## src/rtl/button_irq_ctrl.sv

```systemverilog
// -----------------------------------------------------------------------------
// button_irq_ctrl
//   Push-button conditioner and prioritised interrupt source.
//   Each raw button goes through a 2-flop synchroniser and a counter-based
//   debouncer. Each debounced rising edge on an enabled channel latches a
//   pending bit. A two-state arbiter raises one request for the lowest-index
//   pending channel and keeps it until the handler acks it.
//
//   Ports
//     clk, rst     : clock, synchronous active-high reset
//     btn_raw      : asynchronous raw button levels, 1 = pressed
//     en_mask      : per-channel interrupt enable
//     irq_ack      : one-cycle acknowledge from the handler
//     irq, irq_id  : level request and the channel it refers to
//     pending      : latched presses not yet acknowledged
//     overrun      : sticky, a press arrived while the channel was pending
//     btn_state    : debounced button levels
//     dbg_state    : arbiter state (0 = IDLE, 1 = REQ)
//
//   Handshake: irq is a level that rises one cycle after the arbiter sees a
//   pending bit in IDLE. irq_id is stable for the whole time irq=1. The
//   request retires on the edge where irq_ack=1 is sampled with irq=1; irq
//   then stays low for exactly one cycle before any next request. irq_ack
//   sampled while irq=0 has no effect.
// -----------------------------------------------------------------------------
module button_irq_ctrl #(
  parameter int NUM_BTN         = 8,
  parameter int DEBOUNCE_CYCLES = 1000,
  parameter int CNT_W           = 10,
  parameter int ID_W            = 3
) (
  input  logic               clk,
  input  logic               rst,
  input  logic [NUM_BTN-1:0] btn_raw,
  input  logic [NUM_BTN-1:0] en_mask,
  input  logic               irq_ack,
  output logic               irq,
  output logic [ID_W-1:0]    irq_id,
  output logic [NUM_BTN-1:0] pending,
  output logic [NUM_BTN-1:0] overrun,
  output logic [NUM_BTN-1:0] btn_state,
  output logic               dbg_state
);

  localparam logic [CNT_W-1:0] CNT_LAST = CNT_W'(DEBOUNCE_CYCLES - 1);

  typedef enum logic {S_IDLE = 1'b0, S_REQ = 1'b1} arb_state_t;

  logic [NUM_BTN-1:0] sync1_q, sync1_d;
  logic [NUM_BTN-1:0] sync2_q, sync2_d;
  logic [CNT_W-1:0]   cnt_q [NUM_BTN];
  logic [CNT_W-1:0]   cnt_d [NUM_BTN];
  logic [NUM_BTN-1:0] btn_state_q, btn_state_d;
  logic [NUM_BTN-1:0] btn_prev_q, btn_prev_d;
  logic [NUM_BTN-1:0] pending_q, pending_d;
  logic [NUM_BTN-1:0] overrun_q, overrun_d;
  logic [ID_W-1:0]    irq_id_q, irq_id_d;
  arb_state_t         state_q, state_d;

  logic [NUM_BTN-1:0] press;
  logic [ID_W-1:0]    lowest_id;
  logic               ack_clr;

  // ---------------------------------------------------------------------------
  // Synchroniser and debounce
  // ---------------------------------------------------------------------------
  always_comb begin
    sync1_d     = btn_raw;
    sync2_d     = sync1_q;
    btn_state_d = btn_state_q;
    btn_prev_d  = btn_state_q;
    for (int i = 0; i < NUM_BTN; i++) begin
      cnt_d[i] = cnt_q[i];
      if (sync2_q[i] == btn_state_q[i]) begin
        // Any return to the accepted level restarts the stability count.
        cnt_d[i] = '0;
      end else if (cnt_q[i] == CNT_LAST) begin
        btn_state_d[i] = sync2_q[i];
        cnt_d[i]       = '0;
      end else begin
        cnt_d[i] = cnt_q[i] + 1'b1;
      end
    end
  end

  // Registered compare: a press is a debounced 0->1 seen one cycle after it.
  assign press = btn_state_q & ~btn_prev_q;

  // ---------------------------------------------------------------------------
  // Pending / overrun
  // ---------------------------------------------------------------------------
  assign ack_clr = (state_q == S_REQ) && irq_ack;

  always_comb begin
    pending_d = pending_q;
    overrun_d = overrun_q;
    for (int i = 0; i < NUM_BTN; i++) begin
      if (ack_clr && (irq_id_q == ID_W'(i))) begin
        pending_d[i] = 1'b0;
        overrun_d[i] = 1'b0;
        // Set wins over the ack clear; the press is not counted as overrun
        // because the old request is being retired in this same cycle.
        if (press[i] && en_mask[i]) pending_d[i] = 1'b1;
      end else if (press[i] && en_mask[i]) begin
        if (pending_q[i]) overrun_d[i] = 1'b1;
        pending_d[i] = 1'b1;
      end
    end
  end

  // ---------------------------------------------------------------------------
  // Arbiter FSM: next state
  // ---------------------------------------------------------------------------
  always_comb begin
    lowest_id = '0;
    for (int i = NUM_BTN - 1; i >= 0; i--) begin
      if (pending_q[i]) lowest_id = ID_W'(i);
    end
  end

  always_comb begin
    state_d  = state_q;
    irq_id_d = irq_id_q;
    case (state_q)
      S_IDLE: begin
        if (|pending_q) begin
          state_d  = S_REQ;
          irq_id_d = lowest_id;
        end
      end
      S_REQ: begin
        if (irq_ack) state_d = S_IDLE;
      end
      default: state_d = S_IDLE;
    endcase
  end

  // ---------------------------------------------------------------------------
  // Arbiter FSM: outputs
  // ---------------------------------------------------------------------------
  always_comb begin
    irq       = (state_q == S_REQ);
    dbg_state = state_q;
  end

  assign irq_id    = irq_id_q;
  assign pending   = pending_q;
  assign overrun   = overrun_q;
  assign btn_state = btn_state_q;

  // ---------------------------------------------------------------------------
  // State registers
  // ---------------------------------------------------------------------------
  always_ff @(posedge clk) begin
    if (rst) begin
      sync1_q     <= '0;
      sync2_q     <= '0;
      btn_state_q <= '0;
      btn_prev_q  <= '0;
      pending_q   <= '0;
      overrun_q   <= '0;
      irq_id_q    <= '0;
      state_q     <= S_IDLE;
      for (int i = 0; i < NUM_BTN; i++) cnt_q[i] <= '0;
    end else begin
      sync1_q     <= sync1_d;
      sync2_q     <= sync2_d;
      btn_state_q <= btn_state_d;
      btn_prev_q  <= btn_prev_d;
      pending_q   <= pending_d;
      overrun_q   <= overrun_d;
      irq_id_q    <= irq_id_d;
      state_q     <= state_d;
      for (int i = 0; i < NUM_BTN; i++) cnt_q[i] <= cnt_d[i];
    end
  end

endmodule

```

## config.mk

```make
export PLATFORM = sky130hd
export DESIGN_NAME = button_irq_ctrl
export DESIGN_NICKNAME = d
export VERILOG_FILES = /design/src/rtl/button_irq_ctrl.sv
export SDC_FILE = /design/constraint.sdc
export NUM_CORES = 1
export LEC_CHECK = 0
export CORE_MARGIN = 8
export CORE_UTILIZATION = 50
export CTS_CLUSTER_SIZE = 25
export DETAILED_ROUTE_END_ITERATION = 6
export PLACE_DENSITY = 0.68
export SKIP_CTS_REPAIR_TIMING = 1
export SYNTH_ARGS = -nofsm -noshare
export SYNTH_HDL_FRONTEND = slang
export SYNTH_SLANG_ARGS = --single-unit
```

## constraint.sdc

```tcl
create_clock -name clk -period 1.8 [get_ports clk]
set_clock_uncertainty 0.2 [all_clocks]
set_input_delay 0.36 -clock clk [delete_from_list [all_inputs] [get_ports clk]]
set_output_delay 0.36 -clock clk [all_outputs]
set_load 0.05 [all_outputs]
```

## Word level (Yosys, flattened, before mapping)

Memories as Yosys holds them, arrays and structs flattened.
Cells that the tools add are included.

| operators by class | value |
|---|---|
| add/sub/neg operators | 8 |
| multipliers | 0 |
| divide/modulo/power cells | 0 |
| $lt $le $gt $ge | 0 |
| equal/unequal tests | 23 |
| shifts and indexed selects | 0 |
| multiplexer cells | 62 |
| bitwise operators | 19 |
| reductions and logical operators | 52 |

Operators with widths:

| kind | number |
|---|---|
| 2-to-1 mux 10 bit | 24 |
| adder 10 x 1 -> 10 bit, second input constant | 8 |
| equality test 10 bit, second input constant | 8 |
| AND reduction 2 bit | 17 |
| 2-to-1 mux 1 bit | 29 |
| 2-to-1 mux 3 bit | 8 |
| logical AND 1 bit | 17 |
| nonzero test 2 bit | 8 |
| OR reduction 2 bit | 8 |
| equality test 3 bit, second input constant | 4 |
| NOT 1 bit | 9 |
| bitwise AND 8 bit | 1 |
| equality test 1 bit | 8 |
| NOT 8 bit | 1 |
| OR 1 bit | 8 |
| OR reduction 8 bit | 1 |
| equality test 3 x 2 -> 1 bit, second input constant | 2 |
| equality test 3 x 1 -> 1 bit, second input constant | 1 |
| logical NOT 3 bit | 1 |
| one-hot mux 1 bit (2 select lines) | 1 |

| storage, ports and cells | value |
|---|---|
| bits in registers | 52 |
| bits in latches | 0 |
| memory bits (writable) | 80 |
| memory bits (read-only) | 0 |
| bits of input ports | 19 |
| output and inout bits | 29 |
| logic and storage cells | 194 |
| memories | 1 |

Memory list:

| name | depth | bits a word | read ports | clocked after memory_dff | write ports | line | text |
|---|---|---|---|---|---|---|---|
| cnt_q | 8 | 10 | 8 | 0 | 8 | 51 | `logic [CNT_W-1:0] cnt_q [NUM_BTN];` |

## Logic depth before layout (Yosys ltp)

Gate-level depths: netlist of run 1.

| depth | value |
|---|---|
| depth in word-level cells | 8 |
| mapped depth | 6 |
| gate-level depth less buffers | 5 |

## Worst setup path before layout of run 1

OpenSTA, ideal clock, no wires.

| timing path | value |
|---|---|
| path kind | reg2reg |
| from | reg state_q, in the netlist dbg_state |
| to | reg pending_q[4], in the netlist pending[4] |
| library setup time | 0.132 ns |
| arrival | 1.492 ns |
| data required time | 1.468 ns |
| path slack | -0.025 ns |
| stages on the path, launching flop included | 6 |
| cells stage by stage | dfxtp_1 clkbuf_1 nand3_1 nor3_1 nand2b_1 a21oi_1 |

| on the way | value |
|---|---|
| cells in the longest elaborated chain, start to end | 3 |

Ends and longest elaborated chain:

| element | line | text |
|---|---|---|
| from (decl) | 58 | `arb_state_t state_q, state_d;` |
| from (signal assigned) | 173 | `state_q <= state_d;` |
| logical AND 1 bit (*) | 92 | `assign ack_clr = (state_q == S_REQ) && irq_ack;` |
| logical AND 1 bit (*) | 98 | `if (ack_clr && (irq_id_q == ID_W'(i))) begin` |
| 2-to-1 mux 1 bit / nonzero test 2 bit (equally long branches) | -- |  |
| to (signal assigned) | 170 | `pending_q <= pending_d;` |
| to (decl) | 55 | `logic [NUM_BTN-1:0] pending_q, pending_d;` |

Every way passes the cells marked *; elsewhere a longest branch is shown, timed or not.
A chain may end at the register's enable or synchronous reset.

## Worst setup path after layout of run 1

| timing path | value |
|---|---|
| from | reg pending_q[2], in the netlist pending[2] |
| to | out pending[2] |

RTL lines:

| element | line | text |
|---|---|---|
| to (decl) | 39 | `output logic [NUM_BTN-1:0] pending,` |

No word-level cell between the ends.

==> flow_summary.ini, run 1 <==
[sta]
worst_pin_slew_ns = 0.429
layout_setup_ws_ns = 0.0630
fmax_mhz = 576
hold_viol = 0
min_period_ns = 1.74
hold-worst-slack_ns = 0.0572
fin_setup_tns_ns = 0
slew-limit-headroom_pct = 71.2
min_period_over_period_pct = 96.5
setup_viol = 0
slew_viol_final = 0

[routing]
wirelength_mm = 10.6
via_per_inst = 5.09
vias = 4059
wl_per_cell_um = 13.3
drcViolationCount = 0
antenna_left = 0
drtIter0Drc = 166
dr.pass1.iters = 4

[synth]
synth_top_cell_area_share_pct = 50.6
ys_warn_count = 0
synth_nets = 599
synth-seq-cells = 132
synth_edf_count = 0
synth_seq_area_share_pct = 50.6
synth_top_cell_by_area = dfxtp_1
synthCells = 572
syn_area_um2 = 5220
ys_types = 39
synthArstFlopShare_pct = 0
synth.avg_cell_area_um2 = 9.12
yosys_most_used_dff = dfxtp_1
netlist_top_cells_area = dfxtp_1, xnor2_1, nor2_1

[worst_setup_path]
critPathCaptureType = output port
r2r-start = cnt_q[1][13]$_SDFF_PP0_
r2r_end = cnt_q[1][13]$_SDFF_PP0_
startpoint_type = register
critPathKind = reg -> out
r2r_setup_slack_ns = 0.13
required_ns = 1.24
critPathBufInv = 2
worstPathArrival_ns = 1.18
ff2ff_path_depth = 4
path_max_fanout = 6
crit_family = flip-flops
worst_path_largest_cell_delay_ns = 0.35
path_cells = buf_4 > buf_12
cp.depth = 2
crit_slowest_cell = dfxtp_1

[final_layout]
diodes = 0
final_util_pct = 67.3
final_common_cell = dfxtp_1
syn2layout_area_growth_pct = 32.1
final_cell_mix = dfxtp_1, nor2_1, xnor2_1, nor3_1, nand2_1
drive_above_1_share_pct = 16.5
nets = 676

[floorplan]
coreArea_um2 = 10200
start_util_pct = 51.0
num_rows = 37
die_area_um2 = 14000
fp.dieW_um = 118
die_h_um = 118
io_pins = 48

[power]
p_leak_nw = 2.34
power_density_nw_per_um2 = 918
pwr-share-comb_pct = 1.9
vdd_drop_max_uv = 651
swShare_pct = 20.9
switching_power_mw = 1.32
p_int_mw = 5.01
p_clk_share_pct = 51.4
seq_power_share_pct = 46.7

[worst_hold_path]
hp-class = in -> reg
min-delay-start = rst
holdPathStages = 3
whs_endpoint = pending[5]$_SDFFE_PP0P_

[run_status]
status = finished clean

[global_route]
grt_usage_pct = 15.7
grt_max_degree = 30
top_usage_layer = met2
grtUsageMet3_pct = 5.43
grtUsageMet2_pct = 26.4
grt_overflow_total = 0
grt_pass1_wl_mm = 18.1
antenna_found_initial = 0
grt_use_met1_pct = 17.3
grt_pass1_vias = 4096

[cts]
cts_max_level = 4
cts_tree = built
cts_buffers = 17
clk_pin_slew_ns = 0.06
root_buffer = clkbuf_8
cts.sinks = 132
clock_latency_ns = 0.51
clockBufferDepth = 2

[placement]
gp_congestion = 0.802
port_buffers = 47
pre_cts_ws_ns = 0.0409
dp_hpwl_mm = 7.57

[run]
drv_cap = 0
-- final cells by class --
type,instances,area (µm²)
Tap cell,136,170
Clock inverter,12,131
Inverter,17,63.8
Timing Repair Buffer,73,976
Sequential cell,132,2650
Fill cell,824,3340
Multi-Input combinational cell,408,2470
Clock buffer,19,432
-- tightest hold or removal path: cells and delay by family --
family                 cells  cell delay [ns]
buffers and inverters      2             0.31
AO/OA/AOI/OAI              1             0.05
-- layer usage --
layer  part of all wire (%)  up-vias
li1                       -     2065
met1                     45     1891
met2                     48       81
met3                    4.1       22
met4                    2.6        0
met5                      0        -
-- power groups by stage --
stage	clock, mW	sequential [mW]	combinational (mW)
2_1_floorplan	0	3.02	0.0561
3_3_place_gp	0	3.02	0.115
3_5_place_dp	0	3.02	0.118
4_1_cts	3.30	2.96	0.119
5_1_grt	3.46	2.96	0.132
6_report	3.25	2.96	0.120
-- synthesized netlist by cell type (8+ instances only) --
cell type and number:
dfxtp_1 132, nor2_1 109, xnor2_1 48, nor3_1 34
nand2_1 33, nor2b_1 27, nand3_1 26, xor2_1 22
inv_1 17, nand4_1 14, a21oi_1 13, nand2b_1 13
a41oi_1 8, ha_1 8, o21ai_0 8
-- worst max path at each step --
stage                                     end                       from  slack [ns]
global placement      pending[3]$_SDFFE_PP0P_                    irq_ack        0.05
CTS                                 irq_id[0]     irq_id[0]$_SDFFE_PP0P_       -0.01
detailed placement    cnt_q[1][27]$_SDFF_PP0_    cnt_q[1][20]$_SDFF_PP0_        0.04
finish                             pending[2]    pending[2]$_SDFFE_PP0P_        0.06
global route        btn_state[4]$_SDFFE_PP0P_     cnt_q[1][0]$_SDFF_PP0_       -0.06
floorplan             cnt_q[0][13]$_SDFF_PP0_  btn_state[1]$_SDFFE_PP0P_         0.1
-- through the flow --
stage	power [mW]	cells	instance area (µm²)
global route	6.55	797	6890
finish	6.33	797	6890
detailed placement	3.14	766	6280
global placement	3.13	766	6280
floorplan	3.07	572	5220
CTS	6.38	797	6840
-- registers in the layout, indices dropped and copies added (netlist names) --
register	count
cnt_q	80
btn_state	8
btn_prev_q	8
irq_id	3
pending	8
dbg_state	1
sync1_q	8
overrun	8
sync2_q	8
-- cell families (layout without fill, tap and decap cells) --
family / after synthesis / after routing / synth area share (%)
multiplexers: 8 / 8 / 1.56
adder cells (fa/ha/maj): 8 / 8 / 1.92
AO/OA/AOI/OAI: 34 / 34 / 4.10
buffers and inverters: 32 / 121 / 2.88
flip-flops: 132 / 132 / 50.6
AND/OR/NAND/NOR: 288 / 288 / 27.1
XOR/XNOR: 70 / 70 / 11.8
Note: power is estimated with default switching activity, not from simulation.
==> run 2, diff against run 1 <==
GPL_ROUTABILITY_DRIVEN = 0   (was default)
==> results of run 2 <==
The final DEF is identical to that of run 1; final timing and power are the same.
